File: src/rtl/proc_scheduler.sv
// proc_scheduler: preemptive round-robin scheduler with per-slot saved PCs and slice counting.
// Define SCHED_STATS_EN to build per-slot saturating swap-in counters readable through stat_sel/stat_count.
module proc_scheduler #(
    parameter int NUM_PROCS   = 4,
    parameter int PC_W        = 10,
    parameter int QUANTUM_W   = 16,
    parameter int DEF_QUANTUM = 100,
    localparam int IDX_W      = $clog2(NUM_PROCS)
) (
    input  logic                 clock,
    input  logic                 reset,
    input  logic                 enable,
    input  logic                 quantum_wr,
    input  logic [QUANTUM_W-1:0] quantum_in,
    input  logic [NUM_PROCS-1:0] proc_ready,
    input  logic                 retire,
    input  logic                 yield,
    input  logic [PC_W-1:0]      cur_pc,
    input  logic                 swap_ack,
    output logic                 swap_req,
    output logic                 change_proc_pc,
    output logic [PC_W-1:0]      restore_pc,
    output logic [IDX_W-1:0]     exec_proc,
    output logic                 idle,
    input  logic [IDX_W-1:0]     stat_sel,
    output logic [15:0]          stat_count
);

    typedef enum logic [2:0] {RUN, REQ, SAVE, SELECT, RESTORE, IDLE} state_t;

    localparam int PART = (2 ** PC_W) / NUM_PROCS;

    state_t               state, state_nxt;
    logic [QUANTUM_W-1:0] quantum;
    logic [QUANTUM_W-1:0] slice_cnt;
    logic [QUANTUM_W:0]   cnt_inc;
    logic                 expire;
    logic [PC_W-1:0]      pc_table [NUM_PROCS];
    logic [IDX_W-1:0]     next_idx;
    logic [IDX_W-1:0]     cand;
    logic                 next_found;

    // Compared one bit wider so a quantum shrunk below the running count still expires
    assign cnt_inc = {1'b0, slice_cnt} + {{QUANTUM_W{1'b0}}, 1'b1};
    assign expire  = retire && (cnt_inc >= {1'b0, quantum});

    // Round-robin scan starting after the running slot; the running slot is tried last
    always_comb begin
        next_idx   = exec_proc;
        next_found = 1'b0;
        cand       = '0;
        for (int unsigned k = 1; k <= NUM_PROCS; k++) begin
            cand = IDX_W'((32'(exec_proc) + k) % NUM_PROCS);
            if (!next_found && proc_ready[cand]) begin
                next_found = 1'b1;
                next_idx   = cand;
            end
        end
    end

    always_comb begin
        state_nxt      = state;
        swap_req       = 1'b0;
        change_proc_pc = 1'b0;
        idle           = 1'b0;
        unique case (state)
            RUN: begin
                if (enable && (expire || yield || !proc_ready[exec_proc]))
                    state_nxt = REQ;
            end
            REQ: begin
                swap_req = 1'b1;
                if (swap_ack)
                    state_nxt = SAVE;
            end
            SAVE:    state_nxt = SELECT;
            SELECT:  state_nxt = next_found ? RESTORE : IDLE;
            RESTORE: begin
                change_proc_pc = 1'b1;
                state_nxt      = RUN;
            end
            IDLE: begin
                idle = 1'b1;
                if (|proc_ready)
                    state_nxt = SELECT;
            end
            default: state_nxt = RUN;
        endcase
    end

    // exec_proc/restore_pc load on SELECT exit so they are already valid while change_proc_pc pulses
    always_ff @(posedge clock or negedge reset) begin
        if (!reset) begin
            state      <= RUN;
            exec_proc  <= '0;
            slice_cnt  <= '0;
            quantum    <= QUANTUM_W'(DEF_QUANTUM);
            restore_pc <= '0;
            for (int unsigned i = 0; i < NUM_PROCS; i++)
                pc_table[i] <= PC_W'(i * PART);
        end else begin
            state <= state_nxt;
            if (quantum_wr)
                quantum <= (quantum_in == '0) ? QUANTUM_W'(1) : quantum_in;
            case (state)
                RUN: begin
                    if (enable && retire)
                        slice_cnt <= cnt_inc[QUANTUM_W-1:0];
                end
                SAVE: pc_table[exec_proc] <= cur_pc;
                SELECT: begin
                    if (next_found) begin
                        exec_proc  <= next_idx;
                        restore_pc <= pc_table[next_idx];
                    end
                end
                RESTORE: slice_cnt <= '0;
                default: ;
            endcase
        end
    end

`ifdef SCHED_STATS_EN
    logic [15:0] stat_cnt [NUM_PROCS];

    always_ff @(posedge clock or negedge reset) begin
        if (!reset) begin
            for (int unsigned i = 0; i < NUM_PROCS; i++)
                stat_cnt[i] <= '0;
        end else if (state == RESTORE && stat_cnt[exec_proc] != 16'hFFFF) begin
            stat_cnt[exec_proc] <= stat_cnt[exec_proc] + 16'd1;
        end
    end

    assign stat_count = stat_cnt[stat_sel];
`else
    logic unused_stat_sel;

    assign unused_stat_sel = ^stat_sel;
    assign stat_count      = '0;
`endif

endmodule

File: config.mk
export PLATFORM = sky130hd
export DESIGN_NAME = proc_scheduler
export DESIGN_NICKNAME = d
export VERILOG_FILES = /design/src/rtl/proc_scheduler.sv
export SDC_FILE = /design/constraint.sdc
export NUM_CORES = 1
export LEC_CHECK = 0
export CORE_ASPECT_RATIO = 1.25
export CORE_MARGIN = 1.5
export CORE_UTILIZATION = 30
export CTS_BUF_LIST = sky130_fd_sc_hd__clkbuf_16
export DETAILED_ROUTE_END_ITERATION = 6
export PLACE_DENSITY_LB_ADDON = 0.1
export SETUP_SLACK_MARGIN = 0.1
export SKIP_CTS_REPAIR_TIMING = 1
export SYNTH_ARGS = -nofsm -noshare
export SYNTH_HDL_FRONTEND = slang
export SYNTH_SLANG_ARGS = --single-unit
File: constraint.sdc
create_clock -name clock -period 2.65 [get_ports clock]
set_input_delay 0.53 -clock clock [delete_from_list [all_inputs] [get_ports clock]]
set_output_delay 0.53 -clock clock [all_outputs]
set_load 0.01 [all_outputs]
==> qor.csv <==
stage,metric,value,unit
detailed_routing,viasPerCell,4.95,
global_routing,grt.total_usage,0.155,
setup_path,critical_path.max_stage_delay,0.40,ns
power_and_ir_drop,power.leakage,3.16,nW
cts,clk_pin_slew,0.06,ns
power_and_ir_drop,p_sw,2.80,mW
sta,layout_setup_ws,0.00328,ns
cells_and_area,instances_no_fill,822,
detailed_routing,num_vias,4065,
logic_synthesis,synth_ff_type,dfrtp_1,
global_routing,grt_pass1_vias,4193,
setup_path,critPathTopFamily,simple AND/OR/NAND/NOR gates,
setup_path,crit_arrival,2.88,ns
detailed_routing,totalWireLength,13700,um
job,maxCapViolCount,0,
logic_synthesis,synthCells,493,
cells_and_area,fillers,1672,
cells_and_area,syn_to_final_growth,34.3,%
setup_path,crit_buf_inv,2,
sta,finalSetupViolations,0,
detailed_routing,drtIter0Drc,133,
sta,hold_viol,0,
placement,dp_hpwl,9190,um
logic_synthesis,synth_seq_area_share,0.426,
cells_and_area,nets,657,
logic_synthesis,synth_warnings,0,
cts,cts_buffers,9,
cells_and_area,utilization,0.410,
logic_synthesis,synthTopCellsByArea,"dfrtp_1 (39%), mux2_2 (9.0%), ha_1 (5.1%)",
placement,dpl-instance-area,6250,sq um
logic_synthesis,postSynthAreaPerCell,10.4,sq um
cts,clk_latency,0.35,ns
sta,skew,0.00457,ns
detailed_routing,drt-met1-wl,5710,um
logic_synthesis,syn_area,5130,sq um
setup_path,required,2.89,ns
cells_and_area,final_layout_size_suffix_gt1_frac,0.316,
logic_synthesis,synth_seq_cells,87,
placement,dp_cells,792,
cts,clock-sinks,87,
cts,cts_tree,yes,
sta,tightest_slew,0.874,ns
sta,fmax,378,MHz
setup_path,worstSetupStartpointType,flip-flop,
logic_synthesis,synth.distinct_cells,57,
setup_path,crit_chain,ha_4 -> and4_4 -> nand4_1 -> nor2_2 -> buf_4 -> xor2_2 -> ha_1 -> nand4_1 -> nor4_2 -> a221oi_2 -> o221ai_1 -> a21oi_1 -> buf_4 -> o2bb2ai_1,
sta,slew_headroom,0.415,
global_routing,grt_pass1_wl,21500,um
detailed_routing,wl_met3,413,um
power_and_ir_drop,p_int,4.68,mW
logic_synthesis,synth_enable_flop_cells,0,
setup_path,critPathKind,flip-flop to flip-flop,
cts,htreeDepth,3,
detailed_routing,postRouteAntennaNets,0,
worst_hold_path,hp-class,primary input to async pin,
sta,drv_slew,0,
cells_and_area,diodes,0,
floorplanning,io_pins,70,
detailed_routing,drc,0,
setup_path,crit_path_max_fanout,4,
power_and_ir_drop,switching_share,0.375,
cts,clock_path_buffers,2,
detailed_routing,topRoutingLayerUsed,met4,
sta,rsz0062_at_grt,yes,
detailed_routing,first_pass_iters,4,
power_and_ir_drop,pwr-share-comb,0.539,
cells_and_area,multi_input_area,2850,sq um
floorplanning,rows,53,
floorplanning,core,16800,sq um
setup_path,cp-end-kind,flip-flop,
cells_and_area,fin_area,6890,sq um
global_routing,grt_max_degree,46,
detailed_routing,wl_met2,7230,um
logic_synthesis,async_reset_ff_frac,1.00,
global_routing,antenna_found_initial,0,
setup_path,slowest_stage,dfrtp_2,
cells_and_area,regArea,2190,sq um
global_routing,overflow,0,
power_and_ir_drop,peakVddDrop,0.517,mV
floorplanning,dieArea,17900,sq um
power_and_ir_drop,pwr-share-seq,0.279,
status,outcome,finished clean,
logic_synthesis,synth_top_area_frac,0.391,
power_and_ir_drop,clkPwrFrac,0.181,
placement,port_buffers,51,
placement,gp_congestion,0.774,
floorplanning,die_y,149,um
power_and_ir_drop,p_per_area,1090,nW/um^2
cts,root_buffer,clkbuf_16,
floorplanning,fp.dieW,120,um
placement,dpl_worst_slack,-0.271,ns
sta,fin_crit,2.65,ns
power_and_ir_drop,totalPowerFinal,7.48,mW
floorplanning,initial_core_util,0.306,
sta,tns,0,ns
logic_synthesis,synth_top_area_cell,dfrtp_1,
sta,holdWs,0.0546,ns
sta,finalCritPeriodShare,0.999,
detailed_routing,wl_per_cell,16.7,um
## cells by family after synthesis
| group | synth area share |
|---|---|
| fa+ha+maj | 0.0513 |
| other cells | 0.000732 |
| mux | 0.109 |
| compound gates | 0.171 |
| simple gates | 0.146 |
| flops | 0.426 |
| xor+xnor | 0.0256 |
| buf+inv | 0.0703 |
## layout make-up
class | instances | share of cell area
Tap cell | 220 | 0.0400
Multi-Input combinational cell | 355 | 0.414
Clock inverter | 7 | 0.0120
Sequential cell | 87 | 0.318
Timing Repair Buffer | 124 | 0.172
Inverter | 20 | 0.0114
Clock buffer | 9 | 0.0327
## cell usage in the layout, fill, tap and decap left out, types with 17 or more instances in the layout
cell              n
clkdlybuf4s50_1  46
buf_4            64
dfrtp_1          79
ha_1             19
nand2_1          57
nor2_1           17
and3_1           29
mux2_2           41
o21ai_0          18
inv_1            21
## state kept, by name, summed over array words and instances (netlist names)
name,count
pc_table,40
quantum,16
slice_cnt,16
restore_pc,10
state,3
exec_proc,2
## final timing paths
kind / startpoint / end / slack [ns] / cells after the start
max reg2reg: slice_cnt[0] / state[0] / 0.003 / 14
min in group clock: pc_table[27] / pc_table[27] / 0.50 / 1
max in group asynchronous: reset / pc_table[37] / 1.96 / 2
min reg2reg: pc_table[27] / pc_table[27] / 0.50 / 1
max: slice_cnt[0] / state[0] / 0.003 / 14
min: reset / slice_cnt[13] / 0.05 / 1
## synth_stat cells (2+ instances only)
library cell / count
buf_6: 3
o2bb2ai_1: 2
inv_1: 19
nand3b_1: 2
nor4_1: 6
mux4_2: 3
buf_2: 6
nor2_1: 19
xor2_1: 6
dfstp_2: 7
a21o_1: 7
clkbuf_1: 18
buf_4: 20
and3_1: 29
nor3_1: 4
nor2b_1: 2
a31oi_1: 3
a221oi_2: 10
nand2_1: 57
o221ai_1: 3
nand3_1: 13
mux2i_1: 3
o22ai_1: 3
o21ai_0: 18
nand4_1: 5
mux2_2: 41
xnor2_1: 9
or4_1: 2
o21ai_1: 15
a2111oi_2: 10
dfrtp_1: 80
ha_1: 21
o31ai_1: 16
a21oi_1: 8
## per-layer routing
metal / track usage / vias up
met5: 0 / -
met4: 0.0649 / 0
met3: 0.0306 / 35
met2: 0.275 / 63
met1: 0.181 / 1992
li1: - / 1975
## power groups by stage
stage	registers, mW	clock network (mW)	logic, mW
final	2.09	1.36	4.03
after global routing	2.15	1.46	4.38
after CTS	2.08	1.39	3.43
after global placement	2.09	0	3.36
after floorplan	2.05	0	2.35
after detailed placement	2.09	0	3.43
No activity file was read; power rests on OpenSTA's default activity.
==> patch (same settings) <==
Register the input `swap_ack` before use, without a reset. The logic sees it one clock later. The other inputs are not delayed to match.
--- a/src/rtl/proc_scheduler.sv
+++ b/src/rtl/proc_scheduler.sv
@@ -31,2 +31,8 @@
     localparam int PART = (2 ** PC_W) / NUM_PROCS;
+
+    logic swap_ack_q;
+
+    always_ff @(posedge clock) begin
+        swap_ack_q <= swap_ack;
+    end
 
@@ -72,3 +78,3 @@
                 swap_req = 1'b1;
-                if (swap_ack)
+                if (swap_ack_q)
                     state_nxt = SAVE;
Behaviour: not the same (Yosys sat finds a counterexample within 4 cycles, from zero or initial values and one cycle with reset low).
==> patch against the original RTL <==
Area after synthesis fell by 4.8%. Clock skew barely moved. Worst setup slack improved by 0.0044 ns. Final area fell by 5.3%. Core utilization rose by 0.34 points. Non-clock buffer count fell by 8. Routed wire length fell by 14%. Sequential cell count rose by 1. Total power fell by 13%.
==> patch: results (changes against the original RTL) <==
status: "completed"
dp.cells: 759  # -4.2%
finClkSkew_ns: 0.00489  # +0.000319 ns
hpwl_um: 8310  # -9.6%
synth_cell_types: 53  # -7.0%
p_clk_uw: 1250  # -8%
p_sw_share_pct: 34.0  # -3.5 points
ir_worst_vdd_mv: 0.350  # -32%
holdWs_ns: 0.103  # +0.0481 ns
pg_seq_uw: 2070
drt-pass1-iter-count: 4  # unchanged
leakagePower_uw: 0.00301  # -4.7%
wl_met3_um: 293  # -29%
place.gp.congestion: 0.754  # -2.6%
crit_arrival_ns: 2.86  # -0.02 ns
synth_compound_area_share_pct: 11.5  # -5.6 points
yosys-mux-area-fraction_pct: 15.4  # +4.5 points
ys_dominant_reg_cell: "dfrtp_1"
fin_nets: 627  # -4.6%
gr-usage-met2_pct: 23.9  # -3.7 points
synth_adder_area_share_pct: 5.38  # +0.26 points
wl_met2_um: 5910  # -18%
max-slew-margin-rel_pct: 60.1  # +19 points
cpLargestDelayFamily: "compound AO/OA/AOI/OAI gates"
drt-initial-drc-count: 132  # -0.75%
grt_max_degree: 61  # +33%
antenna_found_initial: 0  # unchanged
drt-vias-per-instance: 4.70  # -4.9%
synthTopCellsByArea: "dfrtp_1 41%, mux2_2 9.2%, ha_1 5.4%, nand2_1 4.7%, mux2i_1 4.1%"
slowest_delay_ns: 0.35  # -0.05 ns
drive_above_1_share_pct: 29.2  # -2.4 points
ys_seq_area_share_pct: 45.2  # +2.6 points
netlist_instances: 463  # -6.1%
place_area_mm2: 0.00601  # -3.8%
n_antenna_cell: 0  # unchanged
crit_fanout: 4  # unchanged
use_met1_pct: 18.3  # +0.19 points
hold_path.class: "input pin to async pin"
clkTransAtPathRegs_ns: 0.06  # about the same
synthTopCellsByCount: "80 x dfrtp_1, 61 x nand2_1, 40 x mux2_2"
grt_use_met3_pct: 2.42  # -0.64 points
grt_pass1_wl_um: 18800  # -13%
cts_max_path_buffers: 2  # unchanged
worst_slack_ns: 0.00769  # +0.00441 ns
h-tree-depth: 3  # unchanged
routedWlPerCell_um: 15.0  # -10%
tns_ns: 0  # unchanged
top_regs: "pc_table x40, quantum x16, slice_cnt x16"
top_layer_used: "met4"
track_usage_pct: 14.3  # -1.2 points
grt_pass1_vias: 3662  # -13%
dp_slack_ns: -0.326  # -0.0545 ns
met1_length_um: 5350  # -6.4%
synthArstFlopShare_pct: 98.9  # -1.1 points
numCtsBuffers: 9  # unchanged
synth-xor-area-share_pct: 3.05  # +0.49 points
p_per_area_mw_per_mm2: 993  # -8.6%
critPathSlowestCell: "dfrtp_1"
routed_wl_um: 11800  # -14%
-- patch: cell count changes after synthesis, moves of 9 or more --
cell	before	now
mux2i_1	3	20
a2111oi_2	10	0
a221oi_2	10	0
and3_1	29	2
o21ai_0	18	34
o221ai_2	0	9
nor2_1	19	10
o21ai_1	15	0
o31ai_1	16	4
-- patch: path summary, 6_finish.rpt --
| kind | from | end | cells after the start |
|---|---|---|---|
| max | slice_cnt[1] | state[0] | 12 |
| min | reset | pc_table[29] | 1 |
| max reg2reg | slice_cnt[1] | state[0] | 12 |
| min reg2reg | restore_pc[6] | restore_pc[6] | 2 |
| max in group asynchronous | reset | quantum[2] | 2 |
| min in group clock | restore_pc[6] | restore_pc[6] | 2 |
-- patch: cell type report --
cell class                      count  area (µm²)
Inverter                           24        90.1
Sequential cell                    88        2210
Clock buffer                        9         225
Fill cell                        1585        9240
Tap cell                          212         265
Multi-Input combinational cell    328        2580
Clock inverter                      7        63.8
Timing Repair Buffer              116        1090
